--- src/rtl/logic_unit_mc_if.sv ---
// Operand/result bundle for logic_unit_mc: the requester drives start/op/in1/in2,
// and the unit returns busy/done/out/zero.
interface logic_unit_mc_if;
  logic        start;
  logic [1:0]  op;
  logic [31:0] in1;
  logic [31:0] in2;
  logic        busy;
  logic        done;
  logic [31:0] out;
  logic        zero;

  modport master (
    output start, op, in1, in2,
    input  busy, done, out, zero
  );

  modport slave (
    input  start, op, in1, in2,
    output busy, done, out, zero
  );
endinterface

--- src/rtl/logic_unit_mc.sv ---
// Multi-cycle 32-bit AND/OR/XOR/NOR unit that evaluates one byte per cycle, LSB byte first.
// Define LMC_ZERO_FLAG_EN to register the zero flag; otherwise zero is tied to 0.
module logic_unit_mc (
  input  logic             clk,
  input  logic             rst,
  logic_unit_mc_if.slave   bus
);
  typedef enum logic [1:0] {IDLE, RUN, DONE} state_e;

  state_e      state_q;
  logic [31:0] opa_q, opb_q, acc_q, out_q;
  logic [1:0]  opc_q, idx_q;
  logic        busy_q, done_q;

  logic [7:0]  a_byte, b_byte, r_byte;
  logic [31:0] result_d;
  logic        last_byte;

  always_comb begin
    a_byte = opa_q[{idx_q, 3'b000} +: 8];
    b_byte = opb_q[{idx_q, 3'b000} +: 8];
    case (opc_q)
      2'b00:   r_byte = a_byte & b_byte;
      2'b01:   r_byte = a_byte | b_byte;
      2'b10:   r_byte = a_byte ^ b_byte;
      default: r_byte = ~(a_byte | b_byte);
    endcase
    // The final byte is merged combinationally so out never sees a partial result.
    result_d         = acc_q;
    result_d[31:24]  = r_byte;
    last_byte        = (state_q == RUN) && (idx_q == 2'd3);
  end

  always_ff @(posedge clk or posedge rst) begin
    if (rst) begin
      state_q <= IDLE;
      opa_q   <= '0;
      opb_q   <= '0;
      opc_q   <= '0;
      acc_q   <= '0;
      idx_q   <= '0;
      out_q   <= '0;
      busy_q  <= 1'b0;
      done_q  <= 1'b0;
    end else begin
      case (state_q)
        IDLE, DONE: begin
          if (bus.start) begin
            opa_q   <= bus.in1;
            opb_q   <= bus.in2;
            opc_q   <= bus.op;
            acc_q   <= '0;
            idx_q   <= '0;
            state_q <= RUN;
            busy_q  <= 1'b1;
            done_q  <= 1'b0;
          end else begin
            state_q <= IDLE;
            busy_q  <= 1'b0;
            done_q  <= 1'b0;
          end
        end
        RUN: begin
          acc_q[{idx_q, 3'b000} +: 8] <= r_byte;
          idx_q <= idx_q + 2'd1;
          if (idx_q == 2'd3) begin
            out_q   <= result_d;
            state_q <= DONE;
            busy_q  <= 1'b0;
            done_q  <= 1'b1;
          end
        end
        default: begin
          state_q <= IDLE;
          busy_q  <= 1'b0;
          done_q  <= 1'b0;
        end
      endcase
    end
  end

`ifdef LMC_ZERO_FLAG_EN
  logic zero_q;

  always_ff @(posedge clk or posedge rst) begin
    if (rst) begin
      zero_q <= 1'b0;
    end else if (last_byte) begin
      zero_q <= (result_d == '0);
    end
  end

  assign bus.zero = zero_q;
`else
  logic unused_last;
  assign unused_last = last_byte;
  assign bus.zero    = 1'b0;
`endif

  assign bus.busy = busy_q;
  assign bus.done = done_q;
  assign bus.out  = out_q;
endmodule
--- src/flat_wrapper.sv ---
// flat-port wrapper written by rule: the top's interface ports become plain ports
module logic_unit_mc_flat 
  (clk, rst, bus_start, bus_op, bus_in1, bus_in2, bus_busy, bus_done, bus_out, bus_zero);
  logic_unit_mc_if bus_i ();
  input  logic clk;
  input  logic rst;
  input wire logic [$bits(bus_i.start)-1:0] bus_start;
  input wire logic [$bits(bus_i.op)-1:0] bus_op;
  input wire logic [$bits(bus_i.in1)-1:0] bus_in1;
  input wire logic [$bits(bus_i.in2)-1:0] bus_in2;
  output wire logic [$bits(bus_i.busy)-1:0] bus_busy;
  output wire logic [$bits(bus_i.done)-1:0] bus_done;
  output wire logic [$bits(bus_i.out)-1:0] bus_out;
  output wire logic [$bits(bus_i.zero)-1:0] bus_zero;
  assign bus_i.start = bus_start;
  assign bus_i.op = bus_op;
  assign bus_i.in1 = bus_in1;
  assign bus_i.in2 = bus_in2;
  assign bus_busy = bus_i.busy;
  assign bus_done = bus_i.done;
  assign bus_out = bus_i.out;
  assign bus_zero = bus_i.zero;
  logic_unit_mc u_core (.clk(clk), .rst(rst), .bus(bus_i));
endmodule
--- config.mk ---
export PLATFORM = sky130hd
export DESIGN_NAME = logic_unit_mc_flat
export DESIGN_NICKNAME = d
export VERILOG_FILES = /design/src/rtl/logic_unit_mc_if.sv /design/src/rtl/logic_unit_mc.sv /design/src/flat_wrapper.sv
export SDC_FILE = /design/constraint.sdc
export NUM_CORES = 1
export LEC_CHECK = 0
export ABC_AREA = 1
export BUFFER_PORTS_ARGS = -buffer_cell sky130_fd_sc_hd__buf_2
export CORE_AREA = 4 4 125 175
export DETAILED_ROUTE_END_ITERATION = 8
export DIE_AREA = 0 0 129 179
export GPL_TIMING_DRIVEN = 0
export PLACE_DENSITY = 0.58
export RECOVER_POWER = 50
export SETUP_SLACK_MARGIN = 0.1
export SLEW_MARGIN = 20
export SYNTH_ARGS = -nofsm -noshare
export SYNTH_HDL_FRONTEND = slang
export SYNTH_SLANG_ARGS = --single-unit
--- constraint.sdc ---
create_clock -name clk -period 6.5 [get_ports clk]
set_input_delay 0.65 -clock clk [delete_from_list [all_inputs] [get_ports clk]]
set_output_delay 0.65 -clock clk [all_outputs]
set_load 0.05 [all_outputs]
Yosys cells after proc, flatten, opt, wreduce, memory -nomap -nowiden
Index checks and enable logic that the tools add are counted.

cells by class
  shift operators = 4
  equal/unequal tests = 7
  bitwise gates (word level) = 4
  reduce and logical (&&, ||, !) cells = 7
  add/subtract/negate cells = 2
  muxes and demuxes = 14

operators with widths
  kind                      count
  $pmux W32 S2              1
  $shiftx A32 B6 Y8         2
  $bwmux W32                1
  $mux W32                  1
  $shift A8 B7 Y32 const A  1
  $shiftx A8 B7 Y32         1
  $pmux W8 S3               1
  $and A8 B8 Y8             1
  $not A8 Y8                1
  $or A8 B8 Y8              1
  $pmux W2 S2               2
  $xor A8 B8 Y8             1
  $neg A5 Y7                1
  $eq A2 B2 Y1 const B      3
  $reduce_and A2 Y1         3
  $mux W1                   5
  $eq A2 B1 Y1 const B      2
  $logic_not A2 Y1          2
  $mux W2                   2
  $ne A2 B2 Y1 const B      2
  $add A2 B1 Y2 const B     1
  $pmux W1 S2               1
  $reduce_bool A2 Y1        1
  $reduce_or A2 Y1          1

word-level totals
  output and inout bits = 35
  bits of input ports = 69
  register bits = 136

Depth between registers and ports, before layout
Gate-level depths: netlist of the first run.

  depth after elaboration = 7
  gate-level depth with buffers = 12
  mapped depth without buffers = 10

Worst setup path before layout of the first run
OpenSTA, ideal clock, no wires.

  path type = register -> register
  start point = register u_core.idx_q[0]
  end point = register u_core.acc_q[4]
  setup slack = 4.745 ns
  cell stages (with the launch flop) = 12
  path buffers = 2
  required time = 6.376 ns
  data arrival time = 1.631 ns
  cell sequence = dfrtp_1 buf_6 clkinv_2 buf_2 nand2_1 nand3_1 nand2_1 ha_1 o21ai_0 nand3_1 nand3_1 o21ai_1

on the way
  cells in the longest elaborated chain, start to end = 7
  elaborated cells between the ends (all ways) = 12

ends and longest elaborated chain
  element                                      line                                      source
  start: declaration                           logic_unit_mc.sv:12                       logic [1:0] opc_q, idx_q;
  start signal: assignment                     logic_unit_mc.sv:65                       idx_q <= idx_q + 2'd1;
  $shiftx A32 B6 Y8, on equally long branches  logic_unit_mc.sv:20, logic_unit_mc.sv:21
  $or A8 B8 Y8                                 logic_unit_mc.sv:24, logic_unit_mc.sv:26
  $not A8 Y8                                   logic_unit_mc.sv:26                       default: r_byte = ~(a_byte | b_byte);
  $pmux W8 S3                                  logic_unit_mc.sv:22                       case (opc_q)
  $shiftx A8 B7 Y32                            logic_unit_mc.sv:64                       acc_q[{idx_q, 3'b000} +: 8] <= r_byte;
  $bwmux W32 (*)                               logic_unit_mc.sv:64
  $pmux W32 S2 (*)                             logic_unit_mc.sv:46                       case (state_q)
  end signal: indexed assignment               logic_unit_mc.sv:64
  end: declaration                             logic_unit_mc.sv:11                       logic [31:0] opa_q, opb_q, acc_q, out_q;

Mark *: on every way between the ends. The rest lies on a longest branch, timed or not.
A chain may end at the register's enable or synchronous reset.

Worst setup path in the final report of the first run
  start point = register u_core.idx_q[1]
  end point = register u_core.acc_q[6]

Same word-level chain as after synthesis.

==> results_dict.tcl, run 1 <==
set metrics [dict create \
    ios 104 \
    synth_area_leaders "dfrtp_1, nand2_1, nand3_1" \
    yosysTopAreaCell "dfrtp_1" \
    m1WireLength_mm 6.97 \
    final_layout_size_suffix_gt1_frac 0.196 \
    grt_usage 0.155 \
    hold_viol 0 \
    critPathRequiredTime_ns 6.79 \
    synth_xor_area_frac 0 \
    finalSetupTns_ns 0 \
    final_common_cell "nand2_1" \
    p_per_area_mw_per_mm2 559 \
    grt_pass1_wl_mm 27.6 \
    grt_setup_unrepaired "false" \
    cts_buffer_depth 2 \
    drtPass1Iterations 5 \
    seq_area_frac_synth 0.527 \
    slew_viol_final 57 \
    end_kind "flop" \
    die_y_um 179 \
    worstPathArrival_ns 2.61 \
    grt_max_degree 71 \
    met3_length_um 655 \
    syn-num-nets 836 \
    setup_viol 0 \
    die_w_um 129 \
    min_period_ns 2.32 \
    via_per_inst 4.49 \
    finalCritPeriodShare 0.357 \
    syn-mean-instance-area_um2 8.01 \
    ant_nets 0 \
    synth_top_family_by_area "simple AND/OR/NAND/NOR gates" \
    total_power_mw 4.12 \
    yosysUniqueCellTypes 23 \
    nFillCells 2221 \
    outcome "complete, but fails checks" \
    route.met2.wl_mm 8.54 \
    crit_path_max_fanout 11 \
    rr_endpoint "u_core.acc_q[6]$_DFFE_PP0P_" \
    dieArea_mm2 0.0231 \
    synth-simple-area-share 0.340 \
    synth_compound_area_frac 0.0263 \
    ys_seq_elements 126 \
    design.core.area_mm2 0.0203 \
    htree_levels 4 \
    cts_sinks 126 \
    synth_fa_ha_area_frac 0.0418 \
    post_drt_wl_per_cell_um 14.9 \
    yosysTopAreaCellShare 0.527 \
    r2r_start "u_core.idx_q[1]$_DFFE_PP0P_" \
    cts_tree "yes" \
    max_freq_mhz 431 \
    antenna_found_initial 0 \
    ff2ff_path_depth 10 \
    p_leak_nw 4.10 \
    detailed_place_hpwl_mm 12.8 \
    hold_path.class "in -> reg" \
    vias 5104 \
    rrSetupSlack_ns 4.18 \
    hold_depth 3 \
    placement.io_buffers 102 \
    wl_mm 17.0 \
    synth_cells 747 \
    max_slew_margin -0.773 \
    path_class "reg -> reg" \
    remaining_drc_errors 0 \
    area_growth_syn_to_layout_pct 23.2 \
    synth_mux_area_frac 0 \
    hold_buffers 0 \
    numCtsBuffers 17 \
    multiInputGateArea_mm2 0.00242 \
    place_congestion 0.840 \
    drtIter0Drc 332 \
    irDropWorstVdd_mv 0.161 \
    max_cap_viol_count 1 \
    register_area_mm2 0.00315 \
    nets 958 \
    placementRows 62 \
    post-cts-setup-buffers 0 \
    clkLatencyLatePin_ns 0.41 \
    mostFrequentLayoutCells "nand2_1, dfrtp_1, buf_2" \
    tightest_slew_ns 2.65 \
    min-delay-start "bus_in2[8]" \
    cts.reportedPaths.clkPinSlew_ns 0.06 \
    finClkSkew_ns 0.00726 \
    post_cts_resized 0 \
    grt_pass1_vias 5327 \
    diodes 0 \
    hold_path_end "u_core.opb_q[8]$_DFFE_PP0P_" \
    syn_area_mm2 0.00599 \
    highest-signal-layer "met4" \
    cts_root_buffer "clkbuf_16" \
    crit_path_start_kind "flop" \
    start_util 0.295 \
    violations "capacitance limit, slew limit" \
    yosys_warnings 0 \
    grt-ovfl-total 0 \
]
==> flip-flops by register name, summed over array words and instances (netlist names) <==
register        cells
u_core.opb_q       32
u_core.bus.out     32
u_core.idx_q        2
u_core.opa_q       32
u_core.acc_q       24
u_core.opc_q        2
u_core.state_q      2
==> synthesized netlist by cell type, drive strengths merged <==
library cell and instances:
or2 1, clkbuf 4, nand3 66, nand2 404
ha 20, nand4 16, a21oi 2, o21ai 28
buf 31, conb 1, inv 41, dfrtp 126
nor2 5, clkinv 2
==> worst max-delay path, cell delays in order, from the launching register on <==
cell and delay [ns]:
dfrtp_1 0.40, buf_2 0.20, inv_2 0.18, buf_2 0.29, nand3_1 0.12, nand2_1 0.16
ha_1 0.25, o21ai_0 0.16, nand3_1 0.18, nand3_1 0.18, o21ai_1 0.08
==> cell type report <==
class,count,area share
inverter,43,0.0224
tap,256,0.0434
clock buffer,21,0.0611
timing repair buffer,103,0.0730
clock inverter,11,0.0160
multi-input combinational,543,0.328
buffer,35,0.0287
sequential,126,0.428
==> cells by family after synthesis <==
group | Yosys count
compound gates | 30
fa+ha+maj | 20
buf+inv | 78
flops | 126
other cells | 1
simple gates | 492
==> metal layers <==
metal / vias to the layer above / global-route usage
li1: 2579 / -
met1: 2339 / 0.182
met2: 145 / 0.263
met3: 41 / 0.0253
met4: 0 / 0.0911
met5: - / 0
==> how the worst max path moves through the flow <==
stage | startpoint | to | slack, ns | depth (start not counted)
2_1_floorplan | rst | u_core.acc_q[0]$_DFFE_PP0P_ | 2.49 | 1
6_report | u_core.idx_q[1]$_DFFE_PP0P_ | u_core.acc_q[6]$_DFFE_PP0P_ | 4.18 | 10
5_1_grt | rst | u_core.opb_q[20]$_DFFE_PP0P_ | 3.86 | 2
3_3_place_gp | rst | u_core.opb_q[26]$_DFFE_PP0P_ | 0.95 | 2
4_1_cts | u_core.idx_q[1]$_DFFE_PP0P_ | u_core.acc_q[4]$_DFFE_PP0P_ | 4.18 | 10
3_5_place_dp | u_core.idx_q[1]$_DFFE_PP0P_ | u_core.acc_q[4]$_DFFE_PP0P_ | 4.18 | 10
==> power breakdown <==
group / total, mW / internal, mW / leakage, nW / switching (mW)
clock: 0.918 / 0.571 / 0.265 / 0.347
combinational: 1.90 / 0.550 / 2.20 / 1.35
sequential: 1.31 / 1.12 / 1.63 / 0.186
total: 4.12 / 2.24 / 4.10 / 1.88
==> stage by stage <==
step | hold WS, ns | cells | util | cell area (um2) | setup slack (ns)
detailed placement | 0.461 | 1106 | 0.337 | 6850 | 4.18
global route | 0.424 | 1138 | 0.363 | 7370 | 3.86
global placement | 0.460 | 1105 | 0.335 | 6820 | 0.952
finish | 0.425 | 1138 | 0.363 | 7370 | 4.18
CTS | 0.262 | 1138 | 0.365 | 7420 | 4.18
floorplan | 0.442 | 747 | - | 5990 | 2.49
Note: power is estimated with default switching activity, not from simulation.
==> inputs of run 2 (changes only) <==
--- a/config.mk
+++ b/config.mk
@@ -11,7 +11,7 @@
 export DETAILED_ROUTE_END_ITERATION = 8
 export DIE_AREA = 0 0 129 179
 export GPL_TIMING_DRIVEN = 0
-export PLACE_DENSITY = 0.58
+export PLACE_DENSITY = 0.6
 export RECOVER_POWER = 50
 export SETUP_SLACK_MARGIN = 0.1
 export SLEW_MARGIN = 20
==> constraint.sdc (replaced) <==
create_clock -name clk -period 2 [get_ports clk]
set_input_delay 0.2 -clock clk [delete_from_list [all_inputs] [get_ports clk]]
set_output_delay 0.2 -clock clk [all_outputs]
set_load 0.05 [all_outputs]
==> results_dict.tcl, run 2 (synthesis results as in run 1) <==
set metrics [dict create \
    cts.reportedPaths.clkPinSlew_ns 0.06 \
    rrSetupSlack_ns 0.10 \
    use_met3 0.0221 \
    cp_common_cell "nand3_2" \
    wl_mm 18.3 \
    vias 5425 \
    die_w_um 129 \
    p_leak_nw 4.62 \
    path_delay_family "simple AND/OR/NAND/NOR gates" \
    clkPwrFrac 0.219 \
    final_layout_size_suffix_gt1_frac 0.301 \
    remaining_drc_errors 0 \
    dieArea_mm2 0.0231 \
    final_util 0.434 \
    r2r_start "u_core.idx_q[0]$_DFFE_PP0P_" \
    cts_tree "yes" \
    dpl.cell_count 1109 \
    cp_num_buf_inv 3 \
    path_class "reg -> reg" \
    htree_levels 4 \
    ant_nets 0 \
    min_period_ns 1.90 \
    worstPathArrival_ns 2.19 \
    max_cap_viol_count 0 \
    start_util 0.295 \
    path_cells "buf_6, clkinv_8, buf_16, nand2_1, nand3_2, nand2_2, ha_4, o21ai_2, nand3_2, nand3_2, o21ai_1" \
    placementRows 62 \
    grt_max_degree 32 \
    place_congestion 0.878 \
    irDropWorstVdd_mv 0.832 \
    setup_viol 0 \
    power_frac_seq 0.268 \
    detailed_place_hpwl_mm 13.1 \
    p_per_area_mw_per_mm2 1840 \
    combPwrFrac 0.513 \
    min-delay-start "bus_in1[26]" \
    die_y_um 179 \
    clkLatencyLatePin_ns 0.42 \
    max_slew_margin 0.499 \
    grt_use_met1 0.176 \
    numCtsBuffers 17 \
    met2_usage 0.293 \
    grt_usage 0.159 \
    cts_root_buffer "clkbuf_16" \
    outcome "complete, but fails checks" \
    p_switching_mw 7.31 \
    max_freq_mhz 526 \
    grt_setup_unrepaired "true" \
    hold_viol 1 \
    rr_endpoint "u_core.acc_q[3]$_DFFE_PP0P_" \
    crit_path_max_fanout 8 \
    nets 1020 \
    area_growth_syn_to_layout_pct 47.2 \
    cts_buffer_depth 2 \
    switching_share 0.451 \
    violations "hold timing" \
    hold_path.class "in -> reg" \
    ff2ff_path_depth 11 \
    finalCritPeriodShare 0.950 \
    drtPass1Iterations 4 \
    cp_slowest_stage_delay_ns 0.37 \
    antenna_found_initial 1 \
    ios 104 \
    cts_sinks 126 \
    finClkSkew_ns 0.00994 \
    critPathRequiredTime_ns 2.29 \
    crit_path_start_kind "flop" \
    grt.busiest_layer "met2" \
    slew_viol_final 0 \
    hold_depth 3 \
    drtIter0Drc 261 \
    via_per_inst 4.52 \
    hold_path_end "u_core.opa_q[26]$_DFFE_PP0P_" \
    mostFrequentLayoutCells "nand2_1, dfrtp_1, buf_2" \
    grt_pass1_vias 5527 \
    grt-ovfl-total 0 \
    cell_internal_pwr_mw 8.88 \
    nFillCells 1987 \
    end_kind "flop" \
    layout.cells.non_filler 1201 \
    post_drt_wl_per_cell_um 15.3 \
    hold_ws_ns -0.00320 \
    cp_slowest_cell "dfrtp_1" \
    grt_pass1_wl_mm 28.3 \
    placement.io_buffers 102 \
    final_common_cell "nand2_1" \
    design.core.area_mm2 0.0203 \
    tightest_slew_ns 0.751 \
]
-- run 2: cell count changes in the layout (fill, tap and decap cells not counted), moves of 6 or more --
cell,change
dlygate4sd3_1,+49
nand3_1,-48
nand3_2,+43
nand2_1,-39
nand2_2,+25
buf_2,-23
nand2_4,+14
clkbuf_1,+12
o21ai_0,-12
ha_1,-9
ha_4,+9
o21ai_2,+9
buf_4,+8
buf_6,+6
-- run 2: how the worst max path moves through the flow --
stage / from / end / slack, ns / cells after the start
after floorplan: u_core.idx_q[0]$_DFFE_PP0P_ / u_core.acc_q[4]$_DFFE_PP0P_ / 0.24 / 11
after global placement: rst / u_core.bus.out[30]$_DFFE_PP0P_ / -0.61 / 2
after detailed placement: u_core.idx_q[1]$_DFFE_PP0P_ / u_core.acc_q[4]$_DFFE_PP0P_ / -0.28 / 10
after CTS: u_core.idx_q[0]$_DFFE_PP0P_ / u_core.acc_q[4]$_DFFE_PP0P_ / 0.09 / 11
after global routing: u_core.idx_q[1]$_DFFE_PP0P_ / u_core.acc_q[4]$_DFFE_PP0P_ / 0.03 / 9
final: u_core.idx_q[0]$_DFFE_PP0P_ / u_core.acc_q[3]$_DFFE_PP0P_ / 0.10 / 11
-- run 2: power groups by stage --
stage / combinational [mW] / clock (mW) / sequential (mW)
detailed placement: 6.24 / 0 / 4.30
global route: 9.11 / 3.69 / 4.46
CTS: 7.40 / 3.58 / 4.27
finish: 8.30 / 3.55 / 4.33
floorplan: 3.63 / 0 / 5.13
global placement: 6.10 / 0 / 4.30
-- run 2: layout make-up --
| type | instances | area [um2] | area share |
|---|---|---|---|
| inverters | 43 | 181 | 0.0206 |
| repair buffers | 165 | 1160 | 0.131 |
| clock buffers | 18 | 429 | 0.0487 |
| well taps | 256 | 320 | 0.0363 |
| multi-input cells | 543 | 3030 | 0.344 |
| clock inverters | 14 | 241 | 0.0274 |
| plain buffers | 35 | 297 | 0.0337 |
| flip-flops and latches | 126 | 3150 | 0.358 |
| diodes | 1 | 2.50 | 0.000284 |
-- run 2: what timing repair did --
action | 4_1_cts | 5_1_grt
pin swaps | 30 | 41
hold endpoints to repair | 61 | 1
hold buffers | 48 | 1
gates cloned | 2 | 1
setup buffers | 6 | 1
gates resized for setup | 74 | 85
setup endpoints to repair | 32 | 31
-- run 2: metal layers --
metal | up-vias | routed length, um
met3 | 40 | 562
met4 | 0 | 777
met5 | - | 0
met2 | 135 | 9810
met1 | 2540 | 7200
li1 | 2710 | -
-- run 2: worst reg2reg max path, delay by kind of cell, from the launching register on --
kind                     cells  cell delay (ns)
flip-flops                   1             0.37
AO/OA/AOI/OAI                2             0.22
buffers and inverters        3             0.45
adder cells (fa/ha/maj)      1             0.21
AND/OR/NAND/NOR              5             0.54
-- run 2: stage by stage --
step	power, mW	setup TNS [ns]	setup WS [ns]	area [um2]
after floorplan	8.76	0	0.245	5990
after global placement	10.4	-79.64	-0.610	6820
after detailed placement	10.5	-5.10	-0.275	6900
after CTS	15.2	0	0.0854	8450
after global routing	17.3	0	0.0337	8810
final	16.2	0	0.100	8810
